<file path="src/rtl/spram_pkg.sv">
`default_nettype none
// ============================================================================
//  Module   : spram_pkg
//  Purpose  : Shared types and constants for the SPRAM bank front end.
//  Revision : 1.0  initial release
// ============================================================================
package spram_pkg;

    localparam int c_addr_w = 17;

    typedef enum logic [1:0] {
        ST_ACTIVE  = 2'd0,
        ST_STANDBY = 2'd1,
        ST_WAKE    = 2'd2
    } state_e;

    typedef struct packed {
        logic [c_addr_w-1:0] addr;
        logic                we;
        logic [7:0]          wdata;
    } req_t;

endpackage : spram_pkg
`default_nettype wire

</file>
<file path="src/rtl/rr_arbiter2.sv">
`default_nettype none
// ============================================================================
//  Module   : rr_arbiter2
//  Purpose  : Two-input round-robin grant; pointer advances only on a grant.
//  Revision : 1.0  initial release
// ============================================================================
module rr_arbiter2 (
    input  logic       clk,
    input  logic       rst,
    input  logic [1:0] req,
    input  logic       en,
    output logic [1:0] grant
);

    // r_prio = 0 favours input 0, 1 favours input 1
    logic r_prio;

    always_comb begin
        grant = 2'b00;
        if (en) begin
            case (req)
                2'b01:   grant = 2'b01;
                2'b10:   grant = 2'b10;
                2'b11:   grant = r_prio ? 2'b10 : 2'b01;
                default: grant = 2'b00;
            endcase
        end
    end

    always_ff @(posedge clk) begin
        if (rst) begin
            r_prio <= 1'b0;
        end else if (|grant) begin
            r_prio <= grant[0];
        end
    end

endmodule : rr_arbiter2
`default_nettype wire

</file>
<file path="src/rtl/spram_arbiter.sv">
`default_nettype none
// ============================================================================
//  Module   : spram_arbiter
//  Purpose  : CPU/DMA round-robin front end for the SPRAM bank with idle standby.
//  Revision : 1.0  initial release
// ============================================================================
module spram_arbiter
    import spram_pkg::*;
#(
    parameter int ADDR_W      = c_addr_w,
    parameter int IDLE_CYCLES = 256,
    parameter int WAKE_CYCLES = 2
) (
    input  logic              clk,
    input  logic              rst,
    input  logic              req_valid_0,
    output logic              req_ready_0,
    input  logic [ADDR_W-1:0] req_addr_0,
    input  logic              req_we_0,
    input  logic [7:0]        req_wdata_0,
    output logic              rsp_valid_0,
    output logic [7:0]        rsp_rdata_0,
    input  logic              req_valid_1,
    output logic              req_ready_1,
    input  logic [ADDR_W-1:0] req_addr_1,
    input  logic              req_we_1,
    input  logic [7:0]        req_wdata_1,
    output logic              rsp_valid_1,
    output logic [7:0]        rsp_rdata_1,
    output logic [ADDR_W-1:0] mem_addr,
    output logic [7:0]        mem_din,
    output logic              mem_wren,
    output logic              mem_cs,
    output logic              mem_standby,
    output logic              mem_sleep,
    output logic              mem_poweroff_n,
    input  logic [7:0]        mem_dout
);

    localparam int c_idle_w = $clog2(IDLE_CYCLES + 1);
    localparam int c_wake_w = $clog2(WAKE_CYCLES + 1);

    // The request struct carries the bank's native address width
    if (ADDR_W != c_addr_w) begin : g_addr_w_check
        $error("spram_arbiter: ADDR_W must equal spram_pkg::c_addr_w");
    end

    state_e                r_state;
    state_e                w_state_nxt;
    logic [c_idle_w-1:0]   r_idle_cnt;
    logic [c_wake_w-1:0]   r_wake_cnt;
    logic                  r_rsp_valid;
    logic                  r_rsp_port;
    logic [1:0]            w_valid;
    logic [1:0]            w_grant;
    logic                  w_any;
    logic                  w_arb_en;
    logic                  w_accept;
    logic                  w_sel;
    logic                  w_idle_done;
    logic                  w_wake_done;
    req_t                  w_req [2];

    assign w_req[0]    = '{addr: req_addr_0, we: req_we_0, wdata: req_wdata_0};
    assign w_req[1]    = '{addr: req_addr_1, we: req_we_1, wdata: req_wdata_1};
    assign w_valid     = {req_valid_1, req_valid_0};
    assign w_any       = |w_valid;
    assign w_arb_en    = (r_state == ST_ACTIVE) && !rst;
    assign w_accept    = |w_grant;
    assign w_sel       = w_grant[1];
    assign w_idle_done = (r_idle_cnt == c_idle_w'(IDLE_CYCLES));
    assign w_wake_done = (r_wake_cnt == c_wake_w'(WAKE_CYCLES - 1));

    rr_arbiter2 u_arb (
        .clk   (clk),
        .rst   (rst),
        .req   (w_valid),
        .en    (w_arb_en),
        .grant (w_grant)
    );

    always_ff @(posedge clk) begin
        if (rst) begin
            r_state <= ST_ACTIVE;
        end else begin
            r_state <= w_state_nxt;
        end
    end

    // A request present in the threshold cycle is always granted, so standby
    // entry only needs the no-valid qualifier.
    always_comb begin
        w_state_nxt = r_state;
        case (r_state)
            ST_ACTIVE:  if (!w_any && w_idle_done) w_state_nxt = ST_STANDBY;
            ST_STANDBY: if (w_any)                 w_state_nxt = ST_WAKE;
            ST_WAKE:    if (w_wake_done)           w_state_nxt = ST_ACTIVE;
            default:                               w_state_nxt = ST_ACTIVE;
        endcase
    end

    always_comb begin
        req_ready_0 = w_grant[0];
        req_ready_1 = w_grant[1];
        mem_cs      = w_accept;
        mem_addr    = '0;
        mem_din     = 8'h00;
        mem_wren    = 1'b0;
        if (w_accept) begin
            mem_addr = w_req[w_sel].addr;
            mem_din  = w_req[w_sel].wdata;
            mem_wren = w_req[w_sel].we;
        end
        mem_standby    = (r_state == ST_STANDBY) && !rst;
        mem_sleep      = 1'b0;
        mem_poweroff_n = 1'b1;
    end

    always_ff @(posedge clk) begin
        if (rst) begin
            r_idle_cnt <= '0;
            r_wake_cnt <= '0;
        end else begin
            r_idle_cnt <= (r_state == ST_ACTIVE && !w_any && !w_idle_done)
                        ? r_idle_cnt + c_idle_w'(1) : '0;
            r_wake_cnt <= (r_state == ST_WAKE && !w_wake_done)
                        ? r_wake_cnt + c_wake_w'(1) : '0;
        end
    end

    always_ff @(posedge clk) begin
        if (rst) begin
            r_rsp_valid <= 1'b0;
            r_rsp_port  <= 1'b0;
        end else begin
            r_rsp_valid <= w_accept && !w_req[w_sel].we;
            r_rsp_port  <= w_sel;
        end
    end

    // Read data is the bank output itself; gating by rst drops in-flight reads
    assign rsp_valid_0 = r_rsp_valid && !r_rsp_port && !rst;
    assign rsp_valid_1 = r_rsp_valid &&  r_rsp_port && !rst;
    assign rsp_rdata_0 = rsp_valid_0 ? mem_dout : 8'h00;
    assign rsp_rdata_1 = rsp_valid_1 ? mem_dout : 8'h00;

endmodule : spram_arbiter
`default_nettype wire

</file>
<file path="config.mk">
export PLATFORM = sky130hd
export DESIGN_NAME = spram_arbiter
export DESIGN_NICKNAME = d
export VERILOG_FILES = /design/src/rtl/spram_pkg.sv /design/src/rtl/rr_arbiter2.sv /design/src/rtl/spram_arbiter.sv
export SDC_FILE = /design/constraint.sdc
export NUM_CORES = 1
export LEC_CHECK = 0
export CORE_AREA = 2 2 52 79
export CTS_CLUSTER_DIAMETER = 40
export DETAILED_ROUTE_END_ITERATION = 10
export DIE_AREA = 0 0 54 81
export PLACE_DENSITY = 0.84
export SYNTH_ARGS = -nofsm -noshare
export SYNTH_HDL_FRONTEND = slang
export SYNTH_SLANG_ARGS = --single-unit
</file>
<file path="constraint.sdc">
create_clock -name clk -period 3.6 [get_ports clk]
set_input_delay 0.36 -clock clk [delete_from_list [all_inputs] [get_ports clk]]
set_output_delay 0.36 -clock clk [all_outputs]
set_load 0.005 [all_outputs]
</file>
==> results.md <==
- Status: completed
- Crit path DAT: 2.71 ns
- RR Startpoint: r_idle_cnt[0]$_SDFF_PP0_
- Port Buf Inserts: 111
- Final min period: 3.07 ns
- RSZ-0062 raised after global routing: false
- GRT Resource Usage Total: 0.187
- Depth of the worst register-to-register path: 5
- Clock root cell: clkbuf_8
- WL/cell: 14.6 microns
- GR Overflow Total: 0
- Core area: 3780 sq um
- Fin. Hold Viols: 0
- Routed WL: 4180 microns
- Most frequent cells in the layout: 111 x clkdlybuf4s50_1, 16 x a22o_1, 16 x and2_1, 16 x dfxtp_1, 10 x nor2_1
- Initial core utilization: 0.304
- Hold Path End: r_wake_cnt[0]$_SDFF_PP0_
- Yosys Warn Count: 0
- Worst min-delay path class: reg2reg
- Slew @ Worst Pin: 0.825 ns
- Worst Path Max Fanout: 20
- Post-CTS resize count: 0
- Max Clock Skew: 0.00539 ns
- Die area: 4370 sq um
- Final nets: 311
- MaxCap Viol Count: 0
- Core Rows: 28
- CP Capture Type: output port
- FF-to-FF setup slack: 1.93 ns
- Static Leak: 0.856 nW
- PD cells: 215 nW/um^2
- Hold Startpoint: r_wake_cnt[0]$_SDFF_PP0_
- Layout area overhead: 101%
- Largest net degree at the start of global routing: 21
- Die Width: 54 microns
- Fin. max-slew vios: 0
- Initial antenna violation count: 0
- Ant diodes: 0
- Syn avg cell area: 8.59 sq um
- Mapped Cells: 134
- IO Count: 114
- Starting DRT DRC Count: 24
- Slew headroom: 0.449
- First-pass GRT wire length: 6000 microns
- First-pass iteration count of the detailed router: 4
- Reg clk slew, reported paths: 0.06 ns
- Startpoint Class: input port
- CTS sink cnt: 16
- Pwr Total: 0.497 mW
- Reg2reg end: r_idle_cnt[2]$_SDFF_PP0_
- Fmax: 325 MHz
- Period Utilization, post-route: 0.854
- Synth Register Bits: 16
- Postcts setup bufs: 0
- Layout cell share with drive strength beyond 1: 0.0826
- Setup violators final: 0
- Setup Crit Path Kind: in2out
- ANT nets after route: 0
- Worst-skew pair later-pin latency: 0.24 ns
- Post-route DRC: 0
- CP Data Required Time: 3.24 ns
- Synthesized area: 1150 sq um
- Setup TNS: 0 ns
- H-tree depth: 1
- Hold_buf cts: 0
- DIE HEIGHT: 81 microns
- Syn Nets: 201
- CTS tree: done
- Post-layout util: 0.610
- Worst-case clock buffer depth: 2
- Vias in the first global route: 1290
- Num CTS Buffers: 3
- Synth cell types: 37
- Final GP Congestion: 0.880
- Leading cell type in the layout, fill and taps excluded: clkdlybuf4s50_1
- Hold path depth: 1
- DP Wirelength: 3560 microns
- Register area share after synthesis: 0.278
- Vias: 1432
- Vias per inst: 4.99
- Peak VDD IR: 0.000213 V
where the power goes:
group	total, mW	switching, mW	internal [mW]
combinational	0.185	0.0555	0.129
sequential	0.183	0.00213	0.180
clock	0.129	0.0555	0.0739
total	0.497	0.113	0.384
critical path, stage by stage:
cell and delay, ns:
clkdlybuf4s50_1 0.51, or3_1 0.51, nor3_4 0.36, buf_4 0.30
a22o_2 0.17, clkdlybuf4s50_1 0.50
routing by layer:
| layer | vias up | share of wire | GRT usage |
|---|---|---|---|
| li1 | 703 | - | - |
| met2 | 88 | 0.51 | 0.365 |
| met5 | - | 0 | 0 |
| met3 | 8 | 0.12 | 0.0460 |
| met1 | 633 | 0.34 | 0.179 |
| met4 | 0 | 0.021 | 0.0650 |
worst max-delay path by stage:
stage,startpoint,end,slack [ns],cells past startpoint
4_1_cts,rst,mem_addr[9],0.51,6
6_report,rst,mem_addr[9],0.53,6
2_1_floorplan,r_state[0]$_SDFFE_PP0P_,mem_addr[10],1.79,5
5_1_grt,rst,mem_din[7],0.38,6
3_5_place_dp,rst,mem_addr[9],0.50,6
3_3_place_gp,rst,mem_addr[9],0.54,6
registers in the layout, indices dropped and copies added (netlist names):
name,count
r_idle_cnt,9
r_rsp_port,1
u_arb.r_prio,1
r_wake_cnt,2
r_state,2
r_rsp_valid,1
metrics by stage:
step | area [sq um] | setup slack [ns] | instances | hold WS [ns]
2_1_floorplan | 1150 | 1.79 | 134 | 0.396
3_3_place_gp | 2270 | 0.536 | 284 | 0.407
3_5_place_dp | 2270 | 0.503 | 284 | 0.424
4_1_cts | 2310 | 0.509 | 287 | 0.432
5_1_grt | 2310 | 0.382 | 287 | 0.451
6_report | 2310 | 0.526 | 287 | 0.421
cell usage after synthesis (all sizes together):
cell / number / area share
nand4: 1 / 0.0054
nand2b: 1 / 0.0054
or4: 1 / 0.0065
nor2: 11 / 0.038
nor3: 2 / 0.018
nor3b: 2 / 0.013
and3b: 1 / 0.0076
or4b: 1 / 0.0087
clkbuf: 1 / 0.0033
a21oi: 6 / 0.026
and2: 16 / 0.087
or3b: 2 / 0.015
a2111o: 1 / 0.0098
nor4b: 3 / 0.023
a22o: 25 / 0.20
o32a: 1 / 0.0087
xor2: 2 / 0.015
o31ai: 1 / 0.0065
xnor2: 1 / 0.0076
buf: 7 / 0.053
and2b: 1 / 0.0065
nand2: 2 / 0.0065
conb: 2 / 0.0065
o21ai: 3 / 0.013
inv: 9 / 0.029
nor2b: 1 / 0.0054
dfxtp: 16 / 0.28
o32ai: 2 / 0.015
a21bo: 1 / 0.0087
ha: 3 / 0.033
or3: 4 / 0.022
nand3: 4 / 0.017
cell type report:
class | instances | area [sq um]
flip-flops and latches | 16 | 320
well taps | 45 | 56.3
fillers | 345 | 1470
repair buffers | 113 | 1130
clock buffers | 3 | 41.3
inverters | 9 | 33.8
multi-input cells | 101 | 732
logic make-up (layout without fill, tap and decap cells):
group,Yosys count,after routing,synth area share
and+or+nand+nor,53,53,0.286
xor gates and xnor gates,3,3,0.0228
AOI/OAI and AO/OA,40,40,0.288
buffers and inverters,17,125,0.0859
other,2,2,0.00652
adders and majority gates,3,3,0.0326
DFF,16,16,0.278
Note: power is estimated with default switching activity, not from simulation.
